File: src/rtl/lzx_piso.sv
// Parallel-in / serial-out converter feeding the sequence-detector stage.
// Optional odd-parity trailer bit: define LZX_PISO_PARITY_EN to compile it in.
module lzx_piso #(
  parameter int WIDTH     = 8,
  parameter int MSB_FIRST = 1
) (
  input  logic             clk,
  input  logic             rst,
  input  logic [WIDTH-1:0] din,
  input  logic             din_valid,
  output logic             din_ready,
  output logic             sout,
  output logic             sout_valid,
  output logic             busy,
  output logic             done
);

  localparam int              CNT_W    = $clog2(WIDTH);
  localparam logic [CNT_W-1:0] CNT_LAST = CNT_W'(WIDTH - 1);

  typedef enum logic [1:0] {
    IDLE   = 2'd0,
    SHIFT  = 2'd1
`ifdef LZX_PISO_PARITY_EN
    ,
    PARITY = 2'd2
`endif
  } state_t;

  state_t           state_reg, state_next;
  logic [WIDTH-1:0] shift_reg, shift_next;
  logic [CNT_W-1:0] cnt_reg,   cnt_next;
`ifdef LZX_PISO_PARITY_EN
  logic             parity_reg, parity_next;
`endif

  logic [WIDTH-1:0] din_ord;
  logic             last_bit;
  logic             accept;

  // Reorder the word once at load time so the shifter always emits its top bit.
  genvar gi;
  generate
    for (gi = 0; gi < WIDTH; gi++) begin : g_order
      if (MSB_FIRST != 0) begin : g_msb
        assign din_ord[gi] = din[gi];
      end else begin : g_lsb
        assign din_ord[gi] = din[WIDTH-1-gi];
      end
    end
  endgenerate

  assign accept = din_valid & din_ready;

  always_ff @(posedge clk or negedge rst) begin
    if (!rst) begin
      state_reg  <= IDLE;
      shift_reg  <= '0;
      cnt_reg    <= '0;
`ifdef LZX_PISO_PARITY_EN
      parity_reg <= 1'b0;
`endif
    end else begin
      state_reg  <= state_next;
      shift_reg  <= shift_next;
      cnt_reg    <= cnt_next;
`ifdef LZX_PISO_PARITY_EN
      parity_reg <= parity_next;
`endif
    end
  end

  always_comb begin
    state_next  = state_reg;
    shift_next  = shift_reg;
    cnt_next    = cnt_reg;
`ifdef LZX_PISO_PARITY_EN
    parity_next = parity_reg;
`endif
    case (state_reg)
      IDLE: begin
        state_next = IDLE;
      end
      SHIFT: begin
        shift_next = {shift_reg[WIDTH-2:0], 1'b0};
        if (cnt_reg == CNT_LAST) begin
          cnt_next = '0;
`ifdef LZX_PISO_PARITY_EN
          state_next = PARITY;
`else
          state_next = IDLE;
`endif
        end else begin
          cnt_next = cnt_reg + CNT_W'(1);
        end
      end
`ifdef LZX_PISO_PARITY_EN
      PARITY: begin
        state_next = IDLE;
      end
`endif
      default: begin
        state_next = IDLE;
        cnt_next   = '0;
      end
    endcase
    // din_ready is only high in IDLE or on the final bit, so a load here
    // covers both the idle start and the back-to-back case.
    if (accept) begin
      state_next = SHIFT;
      shift_next = din_ord;
      cnt_next   = '0;
`ifdef LZX_PISO_PARITY_EN
      parity_next = ~(^din);
`endif
    end
  end

  // Outputs decode registered state only; nothing here sees din or din_valid.
  always_comb begin
    last_bit   = 1'b0;
    sout       = 1'b0;
    sout_valid = 1'b0;
    busy       = 1'b0;
    din_ready  = 1'b0;
    case (state_reg)
      IDLE: begin
        din_ready = 1'b1;
      end
      SHIFT: begin
        sout       = shift_reg[WIDTH-1];
        sout_valid = 1'b1;
        busy       = 1'b1;
`ifndef LZX_PISO_PARITY_EN
        last_bit   = (cnt_reg == CNT_LAST);
`endif
        din_ready  = last_bit;
      end
`ifdef LZX_PISO_PARITY_EN
      PARITY: begin
        sout       = parity_reg;
        sout_valid = 1'b1;
        busy       = 1'b1;
        last_bit   = 1'b1;
        din_ready  = 1'b1;
      end
`endif
      default: begin
        last_bit = 1'b0;
      end
    endcase
    done = last_bit;
  end

endmodule

File: config.mk
export PLATFORM = sky130hd
export DESIGN_NAME = lzx_piso
export DESIGN_NICKNAME = d
export VERILOG_FILES = /design/src/rtl/lzx_piso.sv
export SDC_FILE = /design/constraint.sdc
export NUM_CORES = 1
export LEC_CHECK = 0
export BUFFER_PORTS_ARGS = -buffer_cell sky130_fd_sc_hd__buf_2
export CAP_MARGIN = 40
export CORE_MARGIN = 2
export CORE_UTILIZATION = 40
export DETAILED_ROUTE_END_ITERATION = 12
export GPL_TIMING_DRIVEN = 0
export SLEW_MARGIN = 0
export SYNTH_ARGS = -nofsm -noshare
export SYNTH_HDL_FRONTEND = slang
export SYNTH_SLANG_ARGS = --single-unit
File: constraint.sdc
create_clock -name clk -period 2.2 [get_ports clk]
set_clock_uncertainty 0.05 [all_clocks]
set_input_delay 0.22 -clock clk [delete_from_list [all_inputs] [get_ports clk]]
set_output_delay 0.22 -clock clk [all_outputs]
set_load 0.01 [all_outputs]
# After elaboration in Yosys (flattened, before gate mapping)
# Index checks and enable logic that the tools add are counted.
classes:
  n_reduce_logical: 2
  eq_ne: 4
  n_mux: 12
  bitwise_logic: 1
  addsub: 1
op_table:
  columns: ["cell", "n"]
  rows:
  - ["two-way mux 8 bit", 2]
  - ["two-way mux 2 bit", 3]
  - ["two-way mux 3 bit", 2]
  - ["one-hot mux 3 bit (2 select lines)", 1]
  - ["adder 3 x 1 -> 3 bit, second input constant", 1]
  - ["== test 3 bit, second input constant", 1]
  - ["two-way mux 1 bit", 3]
  - ["inequality test 3 bit, second input constant", 1]
  - ["== test 2 x 1 -> 1 bit, second input constant", 1]
  - ["logical NOT 2 bit", 1]
  - ["inequality test 2 bit, second input constant", 1]
  - ["one-hot mux 1 bit (2 select lines)", 1]
  - ["nonzero test 2 bit", 1]
  - ["AND 1 bit", 1]
totals:
  reg_bits: 13
  output_inout_bits: 5

# Depth between registers and ports, before layout
depth:
  depth_word: 4
  depth_mapped: 6
  ltp_nobuf: 5

# Least setup slack after synthesis
# Ideal clock, no wire load.
synth_timing:
  path_type: "flip-flop to flip-flop"
  from: "register cnt_reg[0]"
  to: "register shift_reg[3]"
  path_slack_ns: 0.809
  t_arrival_ns: 1.212
  period_less_slack_ns: 1.391
  path_stages_with_launch: 7
  path_cell_list: "dfrtp_1 > ha_1 > ha_1 > buf_4 > and3_1 > a31oi_1 > o21ai_0"
synth_via:
  elab_chain_len: 4
synth_lines:
  columns: ["item", "line", "text"]
  rows:
  - ["start: declaration", "32", "logic [CNT_W-1:0] cnt_reg, cnt_next;"]
  - ["start signal: assignment", "66", "cnt_reg <= cnt_next;"]
  - ["== test 3 bit (*)", "135", "last_bit = (cnt_reg == CNT_LAST);"]
  - ["one-hot mux 1 bit (2 select lines) (*)", "126", "case (state_reg)"]
  - ["AND 1 bit (*)", "53", "assign accept = din_valid & din_ready;"]
  - ["two-way mux 8 bit / nonzero test 2 bit (equally long branches)", null, null]
  - ["end signal: assignment", "65", "shift_reg <= shift_next;"]
  - ["end: declaration", "31", "logic [WIDTH-1:0] shift_reg, shift_next;"]
# Mark *: on every way between the ends. The rest lies on a longest branch, timed or not.
# A chain may end at the register's enable or synchronous reset.

# Final worst setup path
layout_timing:
  from: "register cnt_reg[0]"
  to: "output port done"
layout_via:
  elab_chain_len: 2
layout_lines:
  columns: ["item", "line", "text"]
  rows:
  - ["== test 3 bit", "135", null]
  - ["two-way mux 1 bit", "126", null]
  - ["end: declaration", "15", "output logic done"]
# No other way between the ends.

==> flow_summary.ini <==
[run_status]
status = completed

[finish]
syn_to_final_growth_pct = 20.5
multi_input_area_um2 = 309
finalNetCount = 94
drive_gt1_frac = 0.325
antenna_cells = 0
post-route-util = 0.520
largest_reg_flops = 8
seq_area_um2 = 300
num-fill-cells = 155

[global_routing]
antenna_found_initial = 0
grt_max_degree = 13
grt_pass1_wl_um = 2260
grtUsageTotal = 0.151
overflow = 0
grt_pass1_vias = 492

[timing]
fin_crit_sh = 0.811
setup_viol = 0
relSlewSlack = 0.814
rsz0062_at_grt = false
setup_ws_ps = 415
hold_slack_ps = 170
fmax_mhz = 560
fin_tns_setup_ps = 0
worst_slew_pin_slew_ps = 278
drv_slew = 0
hold_viol_final = 0
min_period_ps = 1780

[worst_setup_path]
crit_buf_inv = 2
cp-end-kind = output port
cp.required_ps = 1930
crit_arrival_ps = 1510
crit_path_start = cnt_reg[0]
path_max_fanout = 10
critPathCapture = done
crit_cells = 5
slowest_stage = dfrtp_1
worstSetupPathType = reg2out
critPathTopFamily = flip-flops
crit_path_frequent_cell = ha_1
r2r-start = cnt_reg[0]
worstReg2RegEnd = shift_reg[3]
worstSetupStartpointType = register
r2r_slack_ps = 690
critPathMaxStageDelay_ps = 410
ff2ff_path_depth = 6
path_cells = ha_1, ha_1, buf_4, and2_1, buf_2

[synth]
synth_cell_types = 18
syn_inst = 61
post-synth-top-count-cell = dfrtp_1
synth-async-reset-ratio = 1.00
synth_common_cells = dfrtp_1 (12), mux2i_1 (8), a31oi_1 (7), and3_1 (7), o21ai_1 (7)
ys_top_cells_by_area = dfrtp_1 (45%), mux2i_1 (12%), a31oi_1 (6.6%)
ys_ff_latch = 12
yosys.area.top_type = dfrtp_1
synth_nets = 74
synth_area_um2 = 666
synth.avg_cell_area_um2 = 10.9
ys_warn_count = 0
synth_edf_count = 0
synth_ff_type = dfrtp_1
ys_seq_area_frac = 0.451
synth_top_area_frac = 0.451

[pwr]
p_leak_nw = 0.407
ir_drop_uv = 474
p_per_area_mw_per_mm2 = 1080

[clock_tree]
cts_max_path_buffers = 2
cts_sinks = 12
clkTransAtPathRegs_ps = 80
cts.htree.levels = 1
post_cts_buffers = 0
cts_buffers = 3
ctsRootBufferMaster = clkbuf_4
worstSkewPairLatency_ps = 270
cts_tree = yes

[drt]
wl_per_cell_um = 14.0
drtIter0Drc = 9
vias_per_cell = 5.63
drc = 0
first_pass_iters = 3
drtAntennaViolNets = 0
routed_wl_um = 1340
num_vias = 540

[floorplan]
rows = 14
floorplan.initialDensity = 0.432
die_w_um = 44.8
die-area_mm2 = 0.00201
dieHeight_um = 44.8
ios = 16
core_mm2 = 0.00154

[flow_run]
cap_violations = 0

[min_path]
holdCritStartpoint = din[0]
hold_class = in2reg

[place]
finalWeightedCongestion = 0.661
dp_slack_ps = 694
io_buffers = 14
dp_hpwl_um = 934
[routing by layer]
layer / track usage / vias up / share of wire
met2: 0.243 / 8 / 0.50
met3: 0.0280 / 2 / 0.040
met5: 0 / - / 0
met4: 0.0353 / 0 / 0.0060
met1: 0.212 / 262 / 0.46
li1: - / 268 / -
[kinds of logic (layout without fill, tap and decap cells)]
group | count (synthesis) | after routing | synth area share
AOI/OAI and AO/OA | 18 | 18 | 0.164
and+or+nand+nor | 15 | 15 | 0.143
DFF | 12 | 12 | 0.451
muxes | 8 | 8 | 0.120
buffers and inverters | 6 | 25 | 0.0846
adders and majority gates | 2 | 2 | 0.0376
[power by group]
part | switching, W | total [W] | internal, W
sequential | 0.0000466 | 0.000353 | 0.000307
clock | 0.0000731 | 0.000173 | 0.000100
combinational | 0.000168 | 0.000338 | 0.000170
[area by class of cell]
type | instances | share of cell area
Tap cell | 16 | 0.0250
Clock buffer | 4 | 0.0452
Timing Repair Buffer | 15 | 0.0998
Multi-Input combinational cell | 43 | 0.385
Sequential cell | 12 | 0.374
Buffer | 6 | 0.0702
[per-stage QoR]
stage               total power (W)  cells  area [um^2]
floorplan                  0.000598     61          666
global placement           0.000687     91          756
detailed placement         0.000701     91          756
CTS                        0.000877     96          802
global route               0.000933     96          802
finish                     0.000864     96          802
[worst min path at each step]
stage | cells past startpoint | slack, ps | end
final | 3 | 170 | shift_reg[0]
after global routing | 3 | 180 | shift_reg[0]
after CTS | 3 | 170 | shift_reg[0]
after detailed placement | 1 | 60 | shift_reg[0]
after global placement | 1 | 70 | shift_reg[0]
after floorplan | 0 | -130 | cnt_reg[0]
[worst register-to-register path: cells and delay by family (launching register included)]
family / cells / cell delay (ps)
DFF: 1 / 410
and+or+nand+nor: 1 / 140
buffers and inverters: 1 / 170
AOI/OAI and AO/OA: 2 / 220
adders and majority gates: 2 / 390
[layout by cell type, fill, tap and decap left out, drive strengths merged]
cell         synthesis  layout
buf                  6      20
dfrtp               12      12
o21ai                9       9
mux2i                8       8
and3                 7       7
a31oi                7       7
clkbuf               0       4
and2                 2       2
nand2b               2       2
a32o                 2       2
ha                   2       2
nand2                2       2
nand3                1       1
nor2                 1       1
dlygate4sd3          0       1
[what timing repair did]
| action | CTS | global route |
|---|---|---|
| hold endpoints to repair | 12 | 0 |
| resized for setup | 0 | 0 |
| hold buffers | 1 | 0 |
Note: power is estimated with default switching activity, not from simulation.
